## src/rtl/dsp38_mac_sequencer.sv

```systemverilog
// Tap sequencer feeding a DSP38 MAC: one NUM_TAPS-long dot product per accepted sample.
// Optional macro SEQ_COEF_WRITE_EN enables runtime coefficient writes; otherwise coefficients are fixed at COEFF_INIT.
module dsp38_mac_sequencer #(
  parameter int                      NUM_TAPS    = 4,
  parameter logic [20*NUM_TAPS-1:0]  COEFF_INIT  = '0,
  parameter int                      DSP_LATENCY = 1
) (
  input  logic        CLK,
  input  logic        RESET,
  input  logic        S_VALID,
  output logic        S_READY,
  input  logic [17:0] S_DATA,
  input  logic        COEF_WE,
  input  logic [3:0]  COEF_ADDR,
  input  logic [19:0] COEF_DATA,
  output logic        COEF_ERR,
  output logic [19:0] A,
  output logic [17:0] B,
  output logic        LOAD_ACC,
  output logic [2:0]  FEEDBACK,
  output logic        OUT_VALID
);

  localparam int KW = $clog2(NUM_TAPS);

  typedef enum logic [1:0] {IDLE, MAC, DRAIN} state_t;

  state_t          state_q, state_d;
  logic [KW-1:0]   k_q, k_d;
  logic [1:0]      drain_q, drain_d;
  logic            out_valid_q, out_valid_d;
  logic [17:0]     hist_q [NUM_TAPS];
  logic [19:0]     coef_init [NUM_TAPS];
  logic [19:0]     tap_coef;
  logic            accept;
  logic            last_tap;
  logic            in_mac;

  genvar gi;
  generate
    for (gi = 0; gi < NUM_TAPS; gi++) begin : g_coef_init
      assign coef_init[gi] = COEFF_INIT[20*gi +: 20];
    end
  endgenerate

  assign accept   = S_VALID && (state_q == IDLE);
  assign last_tap = (k_q == KW'(NUM_TAPS - 1));
  assign in_mac   = (state_q == MAC);

  always_comb begin
    state_d     = state_q;
    k_d         = k_q;
    drain_d     = drain_q;
    out_valid_d = 1'b0;
    case (state_q)
      IDLE: begin
        if (accept) begin
          state_d = MAC;
          k_d     = '0;
        end
      end
      MAC: begin
        if (last_tap) begin
          k_d = '0;
          if (DSP_LATENCY == 0) begin
            state_d     = IDLE;
            out_valid_d = 1'b1;
          end else begin
            state_d = DRAIN;
            drain_d = '0;
          end
        end else begin
          k_d = k_q + 1'b1;
        end
      end
      DRAIN: begin
        // OUT_VALID is registered, so it lands together with the return to IDLE.
        if (drain_q == 2'(DSP_LATENCY - 1)) begin
          state_d     = IDLE;
          out_valid_d = 1'b1;
        end else begin
          drain_d = drain_q + 1'b1;
        end
      end
      default: state_d = IDLE;
    endcase
  end

  always_ff @(posedge CLK) begin
    if (RESET) begin
      state_q     <= IDLE;
      k_q         <= '0;
      drain_q     <= '0;
      out_valid_q <= 1'b0;
      for (int i = 0; i < NUM_TAPS; i++) hist_q[i] <= '0;
    end else begin
      state_q     <= state_d;
      k_q         <= k_d;
      drain_q     <= drain_d;
      out_valid_q <= out_valid_d;
      if (accept) begin
        hist_q[0] <= S_DATA;
        for (int i = 1; i < NUM_TAPS; i++) hist_q[i] <= hist_q[i-1];
      end
    end
  end

`ifdef SEQ_COEF_WRITE_EN
  logic [19:0] coef_q [NUM_TAPS];
  logic        coef_err_q;
  logic        addr_ok;
  logic        coef_wr_ok;

  assign addr_ok    = int'(COEF_ADDR) < NUM_TAPS;
  assign coef_wr_ok = COEF_WE && (state_q == IDLE) && addr_ok;

  // A write landing on the acceptance edge is visible to tap 0 in the next cycle.
  always_ff @(posedge CLK) begin
    if (RESET) begin
      for (int i = 0; i < NUM_TAPS; i++) coef_q[i] <= coef_init[i];
      coef_err_q <= 1'b0;
    end else begin
      if (coef_wr_ok) coef_q[COEF_ADDR[KW-1:0]] <= COEF_DATA;
      coef_err_q <= COEF_WE && !coef_wr_ok;
    end
  end

  assign tap_coef = coef_q[k_q];
  assign COEF_ERR = coef_err_q;
`else
  logic unused_coef_port;
  assign unused_coef_port = ^{COEF_WE, COEF_ADDR, COEF_DATA};
  assign tap_coef = coef_init[k_q];
  assign COEF_ERR = 1'b0;
`endif

  assign S_READY   = (state_q == IDLE);
  assign A         = in_mac ? tap_coef : '0;
  assign B         = in_mac ? hist_q[k_q] : '0;
  assign LOAD_ACC  = in_mac;
  assign FEEDBACK  = {2'b00, in_mac && (k_q == '0)};
  assign OUT_VALID = out_valid_q;

endmodule

```

## config.mk

```make
export PLATFORM = sky130hd
export DESIGN_NAME = dsp38_mac_sequencer
export DESIGN_NICKNAME = d
export VERILOG_FILES = /design/src/rtl/dsp38_mac_sequencer.sv
export SDC_FILE = /design/constraint.sdc
export NUM_CORES = 1
export LEC_CHECK = 0
export BUFFER_PORTS_ARGS = -buffer_cell sky130_fd_sc_hd__buf_2
export CAP_MARGIN = 20
export CORE_MARGIN = 1
export CORE_UTILIZATION = 58
export CTS_BUF_LIST = sky130_fd_sc_hd__clkbuf_4 sky130_fd_sc_hd__clkbuf_8 sky130_fd_sc_hd__clkbuf_16
export DETAILED_ROUTE_END_ITERATION = 16
export GPL_ROUTABILITY_DRIVEN = 0
export PLACE_DENSITY = 0.95
export SYNTH_ARGS = -nofsm -noshare
export SYNTH_HDL_FRONTEND = slang
export SYNTH_SLANG_ARGS = --single-unit
export TNS_END_PERCENT = 50
```

## constraint.sdc

```tcl
create_clock -name CLK -period 3.91 [get_ports CLK]
set_input_delay 0.5865 -clock CLK [delete_from_list [all_inputs] [get_ports CLK]]
set_output_delay 0.5865 -clock CLK [all_outputs]
set_load 0.005 [all_outputs]
```

Word level (Yosys, flattened, before mapping)

Memory sizes are Yosys's and may differ from the RTL's. A register that Yosys moved wholly into a read port is not among the register bits.
Cells that the tools add are included.

$add $sub $neg: 2
Order comparisons: 1
Equality and inequality tests: 7
Muxes and demuxes: 27
Bitwise operators: 6
Reductions and logical operators: 11

Operator list:

| operator                                      | number |
|---|---|
| two-way mux 18 bit                            | 5 |
| two-way mux 20 bit                            | 3 |
| binary-select mux 20 bit (select 2 bit)       | 1 |
| two-way mux 2 bit                             | 9 |
| one-hot mux 2 bit (2 select lines)            | 2 |
| zero test 2 bit                               | 3 |
| two-way mux 1 bit                             | 6 |
| != test 2 bit, second input constant          | 3 |
| one-hot mux 2 bit (3 select lines)            | 1 |
| AND reduction 3 bit                           | 2 |
| adder 2 x 1 -> 2 bit, second input constant   | 2 |
| == test 2 bit, second input constant          | 2 |
| OR 1 bit                                      | 4 |
| nonzero test 2 bit                            | 2 |
| >= comparator 3 bit, second input constant    | 1 |
| NOT 2 -> 3 bit                                | 1 |
| == test 2 x 1 -> 1 bit, second input constant | 1 |
| logical AND 1 bit                             | 2 |
| != test 2 x 1 -> 1 bit, second input constant | 1 |
| AND reduction 2 bit                           | 1 |
| OR reduction 2 bit                            | 1 |
| NOT 1 bit                                     | 1 |

Flip-flop bits (word level): 7
RAM bits: 72
Output and inout bits: 45
Logic and storage cells: 59
Memories kept: 1

Memories:

| memory | words | width | rd ports | clocked after memory_dff | write ports | RTL line | source |
|---|---|---|---|---|---|---|---|
| hist_q | 4     | 18    | 4        | 1                        | 4           | 32       | `logic [17:0] hist_q [NUM_TAPS];` |

Longest topological paths before layout

Depth in word-level cells: 6
Depth in mapped cells: 5
Gate-level depth less buffers: 5

Worst setup path after synthesis

No wires, ideal clock.

Path type: input -> register
Start: in RESET
End: mem hist_q[0][0], enable pin
Arrival time: 2264 ps
Required time: 3481 ps
Path slack: 1217 ps
Stages: 2
Path buffers: 1
Cell sequence: buf_2 a21o_1

RTL lines:

| what            | RTL line | source |
|---|---|---|
| start, declared | 9        | `input logic RESET,` |
| end, declared   | 32       |  |

==> metrics.log <==
INFO  metric timing.critical_path.slowest_stage_cell = dfxtp_1
INFO  metric finalSetupViolCount = 0
INFO  metric fin_nets = 354
INFO  metric total_number_of_vias = 2074
INFO  metric drive_above_1_share = 0.2387
INFO  metric timing_hold_violations_final = 0
INFO  metric synthArstFlopShare = 0
INFO  metric rsz0062_at_grt = no
INFO  metric worstHoldStart = S_DATA[15]
INFO  metric row_count = 29
INFO  metric max_rail_drop_vdd = 247.2 µV
INFO  metric cp_slowest_stage_delay = 0.89 ns
INFO  metric worstHoldPathCells = 2
INFO  metric slew_viol_final = 0
INFO  metric tritoncts.num_buffers = 9
INFO  metric drv.max_cap_violation_count = 0
INFO  metric grt_use_total = 0.1881
INFO  metric static-leakage-power = 1.739 nW
INFO  metric drc = 0
INFO  metric yosys_reg_bits = 81
INFO  metric die_area = 0.006999 mm²
INFO  metric post-place-ws = 1.733 ns
INFO  metric cp.arrival = 1.96 ns
INFO  metric max_freq = 393.0 MHz
INFO  metric via_per_inst = 5.359
INFO  metric postLayoutCoreUtil = 0.6616
INFO  metric worst_setup_path_start_kind = register
INFO  metric period_minus_slack = 2.545 ns
INFO  metric timing.critical_path.required = 3.32 ns
INFO  metric ctsLongestPathBuffers = 2
INFO  metric buffer_ports.inserted = 42
INFO  metric clk_latency = 0.34 ns
INFO  metric post-place-cells = 371
INFO  metric post-cts-setup-buffers = 0
INFO  metric reg2reg_slack = 1.91 ns
INFO  metric ys_warn_count = 0
INFO  metric tritoncts = done
INFO  metric violation_count_after_the_first_detailed_route_iteration = 162
INFO  metric clkSinkCount = 81
INFO  metric worstReg2RegStart = state_q[0]
INFO  metric synth_ff_type = edfxtp_1
INFO  metric cellPowerDensity = 433.1 mW/mm²
INFO  metric min_path_type = in2reg
INFO  metric max_slew.worst_pin.slew = 0.8637 ns
INFO  metric flow.area_growth_from_synthesis = 9.253%
INFO  metric mappedNetlistArea = 0.003867 mm²
INFO  metric clock-root-buffer = clkbuf_8
INFO  metric dr.pass1.iters = 5
INFO  metric slew_headroom = 0.4234
INFO  metric detail_route.wirelength = 6101 µm
INFO  metric run_status = complete, no violations
INFO  metric number_of_standard_cells_in_the_final_layout_excluding_fillers = 387
INFO  metric grt_pass1_vias = 2046
INFO  metric min_to = hist_q[0][15]
INFO  metric yosysUniqueCellTypes = 32
INFO  metric fp.dieW = 83.66 µm
INFO  metric worstReg2RegEnd = hist_q[3][7]
INFO  metric grt-ovfl-total = 0
INFO  metric aggregate_negative_setup_slack = 0 ns
INFO  metric antenna_found_initial = 0
INFO  metric timing.reg2reg.worst_path_depth = 3
INFO  metric die-height = 83.66 µm
INFO  metric synthCells = 264
INFO  metric avgRoutedWirePerCell = 15.76 µm
INFO  metric seq_area_frac_synth = 0.6056
INFO  metric cp-end-kind = output pin
INFO  metric insertedDiodeCount = 0
INFO  metric critical_path_cell_by_cell = mux4_1 -> and2_1 -> buf_2
INFO  metric initial_core_util = 0.6056
INFO  metric resized_cells_post_cts = 0
INFO  metric top_level_ports = 91
INFO  metric coreArea = 0.006386 mm²
INFO  metric grt_first_pass_wirelength = 10070 µm
INFO  metric post-route-period-util = 0.6508
INFO  metric number_of_nets_with_antenna_violations_after_detailed_routing = 0
INFO  metric worst-setup-path-type = reg2out
INFO  metric synth_area_per_cell = 14.65 µm²
INFO  metric finalClockSkew = 0.008921 ns
INFO  metric hpwl = 3818 µm
INFO  metric hold_slack = 0.5190 ns
INFO  metric cts-hold-fix-buffers = 0
INFO  metric synth_edf_count = 72
INFO  metric critPathMaxFanout = 18
INFO  metric htree_levels = 3
INFO  metric setup_slack = 1.366 ns
INFO  metric clk_pin_slew = 0.08 ns
INFO  metric grt_max_degree = 73
## metrics by stage
stage	cell area, µm²	power, mW
after floorplan	3950	1.164
after global placement	4011	1.183
after detailed placement	4011	1.194
after CTS	4225	1.841
after global routing	4225	1.894
final	4225	1.830
## layer usage
metal / wire (µm) / global-route usage
met4: 90 / 0.06626
met3: 264 / 0.03956
met1: 2628 / 0.2654
met5: 0 / 0
met2: 3117 / 0.2942
## final cells by class
| type | count | area [µm²] |
|---|---|---|
| clock buffer | 12 | 146.4 |
| clock inverter | 4 | 67.56 |
| fill | 447 | 2161 |
| inverter | 6 | 22.52 |
| multi-input combinational | 160 | 1303 |
| sequential | 81 | 2342 |
| tap | 77 | 96.34 |
| timing repair buffer | 47 | 247.7 |
## cell usage in the layout (no fill, tap or decap)
cell type,netlist,final
nor3b_1,1,1
nand3b_1,1,1
a22oi_1,1,1
nor4b_4,1,1
mux4_2,10,10
edfxtp_1,72,72
a21o_2,0,1
nor2_1,3,3
buf_4,23,5
nand2b_1,1,1
mux4_1,8,8
nor4b_1,1,1
inv_1,6,6
nand3_1,1,1
or3b_2,1,1
nor4_1,1,1
nand2_1,1,1
bufinv_16,0,2
o21bai_1,1,1
ha_1,3,3
clkbuf_4,0,3
a21boi_0,2,2
nor2b_1,1,1
nor3_1,2,2
clkinv_1,0,2
buf_2,3,42
mux2i_1,1,1
conb_1,1,23
a21oi_1,4,4
and2_1,91,91
dfxtp_1,9,9
clkbuf_8,0,9
## critical path, delay by kind of cell, from the launching register on
family,cells,cell delay [ns]
AND/OR/NAND/NOR,1,0.19
buffers and inverters,1,0.13
multiplexers,1,0.41
flip-flops,1,0.89
## registers in the layout, indices dropped and copies added, names as in the netlist, named ones only
register / cells
k_q: 2
hist_q: 72
OUT_VALID: 1
state_q: 2
drain_q: 2
## worst max-delay path by stage
stage / from / end / slack [ns] / cells past startpoint
6_report: register / B[11] / 1.37 / 3
2_1_floorplan: RESET / hist_q[0][0] / 1.22 / 2
3_3_place_gp: register / B[15] / 1.76 / 3
5_1_grt: register / B[8] / 1.28 / 3
4_1_cts: register / B[13] / 1.35 / 3
3_5_place_dp: register / B[11] / 1.73 / 3
## cell families after synthesis
kind of cell | count (synthesis) | share of synthesized area
flops | 81 | 0.6056
buf+inv | 45 | 0.07926
simple gates | 106 | 0.1744
fa+ha+maj | 3 | 0.009707
compound gates | 9 | 0.01488
other cells | 1 | 0.0009696
mux | 19 | 0.1152
## synthesized netlist by cell type (all sizes together), types with 2 or more instances
master,instances,area share
and2,91,0.15
edfxtp,72,0.56
buf,30,0.062
mux4,18,0.11
clkbuf,9,0.011
dfxtp,9,0.047
inv,6,0.0058
a21oi,4,0.0052
ha,3,0.0097
nor2,3,0.0029
a21boi,2,0.0039
nor3,2,0.0026
nor4b,2,0.0084
## report_power, final
part           internal [mW]  switching (mW)
registers               1.00          0.0283
clock network          0.378           0.278
logic                 0.0717          0.0702
total                   1.45           0.376
Power figures use the tool's default switching activity.
